<file path="src/rtl/pkg_drone.sv">
// Shared state codes and controle_vertical encodings for the drone game-session controller.
package pkg_drone;

  typedef enum logic [3:0] {
    INICIAL      = 4'd0,
    ESPERA_MODO  = 4'd1,
    ESPERA_VIDAS = 4'd2,
    JOGANDO      = 4'd3,
    INVULNERAVEL = 4'd4,
    VENCEU       = 4'd5,
    PERDEU       = 4'd6
  } estado_t;

  localparam logic [1:0] CV_NADA  = 2'b00;
  localparam logic [1:0] CV_SOBE  = 2'b01;
  localparam logic [1:0] CV_DESCE = 2'b10;

endpackage

</file>
<file path="src/rtl/detector_borda.sv">
// Rising-edge detector: each bit pulses for one cycle when its level goes 0 -> 1.
module detector_borda #(
  parameter int unsigned WIDTH = 1
) (
  input  logic             clk_i,
  input  logic             rst_ni,
  input  logic [WIDTH-1:0] nivel_i,
  output logic [WIDTH-1:0] borda_o
);

  logic [WIDTH-1:0] hist_q;

  always_ff @(posedge clk_i or negedge rst_ni) begin
    if (!rst_ni) hist_q <= '0;
    else         hist_q <= nivel_i;
  end

  assign borda_o = nivel_i & ~hist_q;

endmodule

</file>
<file path="src/rtl/gerenciador_partida_drone.sv">
// Game-session controller: menu (mode/lives), gameplay with invulnerability window, win/lose.
module gerenciador_partida_drone
  import pkg_drone::*;
#(
  parameter int unsigned N_MODOS   = 3,
  parameter int unsigned MAX_VIDAS = 5,
  parameter int unsigned META_BASE = 32,
  parameter int unsigned T_INVULN  = 8
) (
  input  logic                                  clock,
  input  logic                                  reset,
  input  logic                                  iniciar,
  input  logic [1:0]                            controle_vertical,
  input  logic                                  confirma,
  input  logic                                  tick,
  input  logic                                  colisao,
  output logic [((N_MODOS > 1) ? $clog2(N_MODOS) : 1)-1:0] modo,
  output logic [$clog2(MAX_VIDAS+1)-1:0]        vidas,
  output logic [$clog2(META_BASE*N_MODOS+1)-1:0] progresso,
  output logic                                  jogando,
  output logic                                  invulneravel,
  output logic                                  venceu,
  output logic                                  perdeu,
  output logic [3:0]                            db_estado
);

  localparam int unsigned MW = (N_MODOS > 1) ? $clog2(N_MODOS) : 1;
  localparam int unsigned VW = $clog2(MAX_VIDAS+1);
  localparam int unsigned PW = $clog2(META_BASE*N_MODOS+1);
  localparam int unsigned TW = $clog2(T_INVULN+1);

  estado_t         estado_q, estado_d;
  logic [MW-1:0]   modo_q, modo_d;
  logic [VW-1:0]   vidas_q, vidas_d;
  logic [PW-1:0]   progresso_q, progresso_d;
  logic [TW-1:0]   timer_q, timer_d;

  logic [2:0]      nivel, borda;
  logic            sobe, desce, conf;
  logic [PW-1:0]   meta, prog_inc;
  logic            chega_meta;

  assign nivel = {confirma, controle_vertical == CV_DESCE, controle_vertical == CV_SOBE};

  detector_borda #(.WIDTH(3)) u_borda (
    .clk_i   (clock),
    .rst_ni  (reset),
    .nivel_i (nivel),
    .borda_o (borda)
  );

  assign sobe  = borda[0];
  assign desce = borda[1];
  assign conf  = borda[2];

  assign meta       = PW'(META_BASE) * (PW'(modo_q) + PW'(1));
  assign prog_inc   = progresso_q + PW'(1);
  assign chega_meta = tick && (prog_inc == meta);

  always_ff @(posedge clock or negedge reset) begin
    if (!reset) begin
      estado_q    <= INICIAL;
      modo_q      <= '0;
      vidas_q     <= '0;
      progresso_q <= '0;
      timer_q     <= '0;
    end else begin
      estado_q    <= estado_d;
      modo_q      <= modo_d;
      vidas_q     <= vidas_d;
      progresso_q <= progresso_d;
      timer_q     <= timer_d;
    end
  end

  always_comb begin
    estado_d    = estado_q;
    modo_d      = modo_q;
    vidas_d     = vidas_q;
    progresso_d = progresso_q;
    timer_d     = timer_q;
    case (estado_q)
      INICIAL: begin
        if (iniciar) begin
          estado_d = ESPERA_MODO;
          modo_d   = '0;
        end
      end
      ESPERA_MODO: begin
        if (conf) begin
          estado_d = ESPERA_VIDAS;
          vidas_d  = VW'(1);
        end else if (sobe) begin
          modo_d = (modo_q == MW'(N_MODOS-1)) ? '0 : modo_q + MW'(1);
        end else if (desce) begin
          modo_d = (modo_q == '0) ? MW'(N_MODOS-1) : modo_q - MW'(1);
        end
      end
      ESPERA_VIDAS: begin
        if (conf) begin
          estado_d    = JOGANDO;
          progresso_d = '0;
        end else if (sobe && vidas_q != VW'(MAX_VIDAS)) begin
          vidas_d = vidas_q + VW'(1);
        end else if (desce && vidas_q > VW'(1)) begin
          vidas_d = vidas_q - VW'(1);
        end
      end
      JOGANDO: begin
        if (tick) progresso_d = prog_inc;
        // A collision outranks a goal-reaching tick in the same cycle.
        if (colisao) begin
          if (vidas_q <= VW'(1)) begin
            vidas_d  = '0;
            estado_d = PERDEU;
          end else begin
            vidas_d  = vidas_q - VW'(1);
            timer_d  = TW'(T_INVULN);
            estado_d = INVULNERAVEL;
          end
        end else if (chega_meta) begin
          estado_d = VENCEU;
        end
      end
      INVULNERAVEL: begin
        if (tick) begin
          progresso_d = prog_inc;
          timer_d     = timer_q - TW'(1);
          if (chega_meta)              estado_d = VENCEU;
          else if (timer_q == TW'(1)) estado_d = JOGANDO;
        end
      end
      VENCEU, PERDEU: begin
        if (iniciar) begin
          estado_d    = ESPERA_MODO;
          modo_d      = '0;
          vidas_d     = '0;
          progresso_d = '0;
        end
      end
      default: estado_d = INICIAL;
    endcase
  end

  assign modo         = modo_q;
  assign vidas        = vidas_q;
  assign progresso    = progresso_q;
  assign jogando      = (estado_q == JOGANDO) || (estado_q == INVULNERAVEL);
  assign invulneravel = (estado_q == INVULNERAVEL);
  assign venceu       = (estado_q == VENCEU);
  assign perdeu       = (estado_q == PERDEU);
  assign db_estado    = estado_q;

endmodule

</file>
<file path="config.mk">
export PLATFORM = sky130hd
export DESIGN_NAME = gerenciador_partida_drone
export DESIGN_NICKNAME = d
export VERILOG_FILES = /design/src/rtl/pkg_drone.sv /design/src/rtl/detector_borda.sv /design/src/rtl/gerenciador_partida_drone.sv
export SDC_FILE = /design/constraint.sdc
export NUM_CORES = 1
export LEC_CHECK = 0
export ABC_AREA = 1
export CORE_MARGIN = 8
export CORE_UTILIZATION = 30
export CTS_BUF_LIST = sky130_fd_sc_hd__clkbuf_8
export DETAILED_ROUTE_END_ITERATION = 10
export GPL_TIMING_DRIVEN = 0
export SETUP_SLACK_MARGIN = 0.3
export SLEW_MARGIN = 20
export SYNTH_ARGS = -nofsm -noshare
export SYNTH_HDL_FRONTEND = slang
export SYNTH_SLANG_ARGS = --single-unit
</file>
<file path="constraint.sdc">
create_clock -name clock -period 3.8 [get_ports clock]
set_clock_uncertainty 0.05 [all_clocks]
set_input_delay 0.76 -clock clock [delete_from_list [all_inputs] [get_ports clock]]
set_output_delay 0.76 -clock clock [all_outputs]
set_load 0.05 [all_outputs]
</file>
==> results.cfg <==
[run]
maxCapViolCount = 0

[setup_path]
max_stage_delay_ns = 0.83
end_kind = output pin
cp.required_ns = 2.99
cp_max_fo = 8
start_kind = register
crit_buf_inv = 2
critical_path_arrival_ns = 2.07
r2r-end = db_estado[2]
cp_top_family = buffers and inverters
reg2reg_slack_ns = 1.86
slowest_stage = clkdlybuf4s50_1
crit_path_cell_trace = nor2_2 > nand2_4 > inv_2 > clkdlybuf4s50_1
worstReg2RegStart = progresso[1]
worstSetupPathType = reg -> out
cp-startpoint = db_estado[1]
reg2reg_depth = 12

[timing]
relSlewSlack_pct = 63.6
post-route-min-period_ns = 2.88
fin_ws_ns = 0.919
holdWs_ns = 0.401
fin_crit_sh_pct = 75.8
fmaxAchievable_ghz = 0.347
tightest_slew_ns = 0.541
slew_viol_final = 0
rsz0062_at_grt = false
setup_tns_ns = 0
setup_violations = 0
final-hold-violation-count = 0

[logic_synthesis]
ys_types = 32
avgSynthCellArea_sq_um = 7.30
yosysSeqAreaShare_pct = 33.5
synth_nets = 243
synthesis.area_sq_mm = 0.00164
synth_warnings = 0
synthFlopType = dfrtp_1
async_reset_ff_share_pct = 100
ys_ff_latch = 22
synth_top_area_share_pct = 33.5
synth_top_cell_by_area = dfrtp_1
synthesis.instances = 225
synth_edf_count = 0
synth_area_leaders = dfrtp_1, nand2_1, inv_1, ha_1, nand3_1

[final_layout]
final_common_cell = nand2_1
instances_no_fill = 327
area_growth_pct = 25.4
antenna_cells = 0
design_area_sq_mm = 0.00206
drive_above_1_share_pct = 15.3
final_util_pct = 38.1
nets = 274
final_cell_mix = nand2_1, inv_1, clkdlybuf4s50_1

[detailed_routing]
routedWlPerCell_um = 11.0
final_antenna_net_count = 0
drcViolationCount = 0
dr.pass1.iters = 4
vias = 1433
drtIter0Drc = 74
routed_wl_um = 3590
via_per_inst = 4.38

[clock_network]
clock_path_buffers = 2
cts_resized = 0
cts-root-buf = clkbuf_8
hold_buffers = 0
cts_sinks = 22
cts_setup_buffers = 0
clkLatencyLatePin_ns = 0.27
cts_buffers = 3
h-tree-depth = 1
cts.clk_slew.worst_paths_ns = 0.09
cts_tree = built

[floorplan]
initial_utilization_pct = 30.4
core_sq_mm = 0.00541
die-area_sq_mm = 0.00810
pin_count = 28
die_y_um = 90
rows = 27
die_w_um = 90

[global_route]
antenna_found_initial = 0
grt_pass1_wl_um = 6560
grt_overflow = 0
grt_start_max_net_pins = 23
first_global_vias = 1475
grtUsageTotal_pct = 9.46

[place]
gp_congestion = 0.835
io_buffers = 26
dp_hpwl_um = 2870
place_area_sq_mm = 0.00199
dp.cells = 323
preCtsSetupSlack_ns = 1.21

[min_path]
hold_path.class = in -> async

[power_and_ir_drop]
power_density_mw_per_mm2 = 762
irDropWorstVdd_v = 0.000525
p_int_uw = 764
clkPwrFrac_pct = 14.5
switching_power_uw = 806
power_frac_seq_pct = 24.2
power_frac_comb_pct = 61.3
leakage_nw = 1.03
total_power_mw = 1.57
swShare_pct = 51.3

[outcome]
outcome = complete, no violations
==> power by group through the flow <==
stage	registers, mW	logic [mW]	clock network (mW)
2_1_floorplan	0.513	0.596	0
3_3_place_gp	0.384	0.955	0
3_5_place_dp	0.385	0.971	0
4_1_cts	0.382	0.975	0.233
5_1_grt	0.394	1.07	0.244
6_report	0.380	0.963	0.227
==> worst max path at each step <==
stage / depth (start not counted) / slack [ns] / endpoint
final: 4 / 0.92 / invulneravel
after global routing: 4 / 0.81 / invulneravel
after CTS: 4 / 0.89 / invulneravel
after detailed placement: 4 / 1.21 / invulneravel
after global placement: 4 / 1.22 / invulneravel
after floorplan: 3 / 1.67 / venceu
==> state kept, by name, summed over array words and instances, names as in the netlist <==
name            flops
db_estado           3
modo                2
progresso           7
timer_q             4
u_borda.hist_q      3
vidas               3
==> worst reg2reg max path: cells and delay by family (launching register included) <==
family | cells | cell delay, ns
simple gates | 11 | 1.05
fa+ha+maj | 1 | 0.26
flops | 1 | 0.48
==> cells in the mapped netlist, types with 3 or more instances <==
cell type	count
inv_1	36
nor2_1	13
o22ai_2	4
nand3_1	14
xor2_1	3
nor2_2	5
o21ai_0	9
nand4_1	3
inv_2	7
nand2_4	3
ha_1	10
o21ai_1	7
nand2_1	57
nand2_2	5
o22ai_1	4
nand3_2	4
dfrtp_1	22
==> area by class of cell <==
class	instances	area (sq um)
Buffer	2	15.0
Clock buffer	3	41.3
Clock inverter	1	30.0
Fill cell	598	3350
Inverter	44	168
Multi-Input combinational cell	157	910
Sequential cell	22	551
Tap cell	72	90.1
Timing Repair Buffer	26	255
==> cell families (layout without fill, tap and decap cells) <==
family	count (synthesis)	in the layout	share of synthesized area, %
and+or+nand+nor	110	110	32.4
other	1	1	0.228
xor gates and xnor gates	4	4	2.13
DFF	22	22	33.5
adders and majority gates	10	10	7.62
buffers and inverters	46	76	11.1
AOI/OAI and AO/OA	31	31	12.4
muxes	1	1	0.609
==> layer usage <==
metal / share of wire (%) / vias to the layer above / routed length, um / GRT usage (%)
li1: - / 776 / - / -
met1: 50 / 635 / 1810 / 11.5
met2: 44 / 17 / 1600 / 15.6
met3: 3.5 / 5 / 124 / 2.08
met4: 1.6 / 0 / 58 / 4.30
met5: 0 / - / 0 / 0
(Power assumes the default switching activity.)
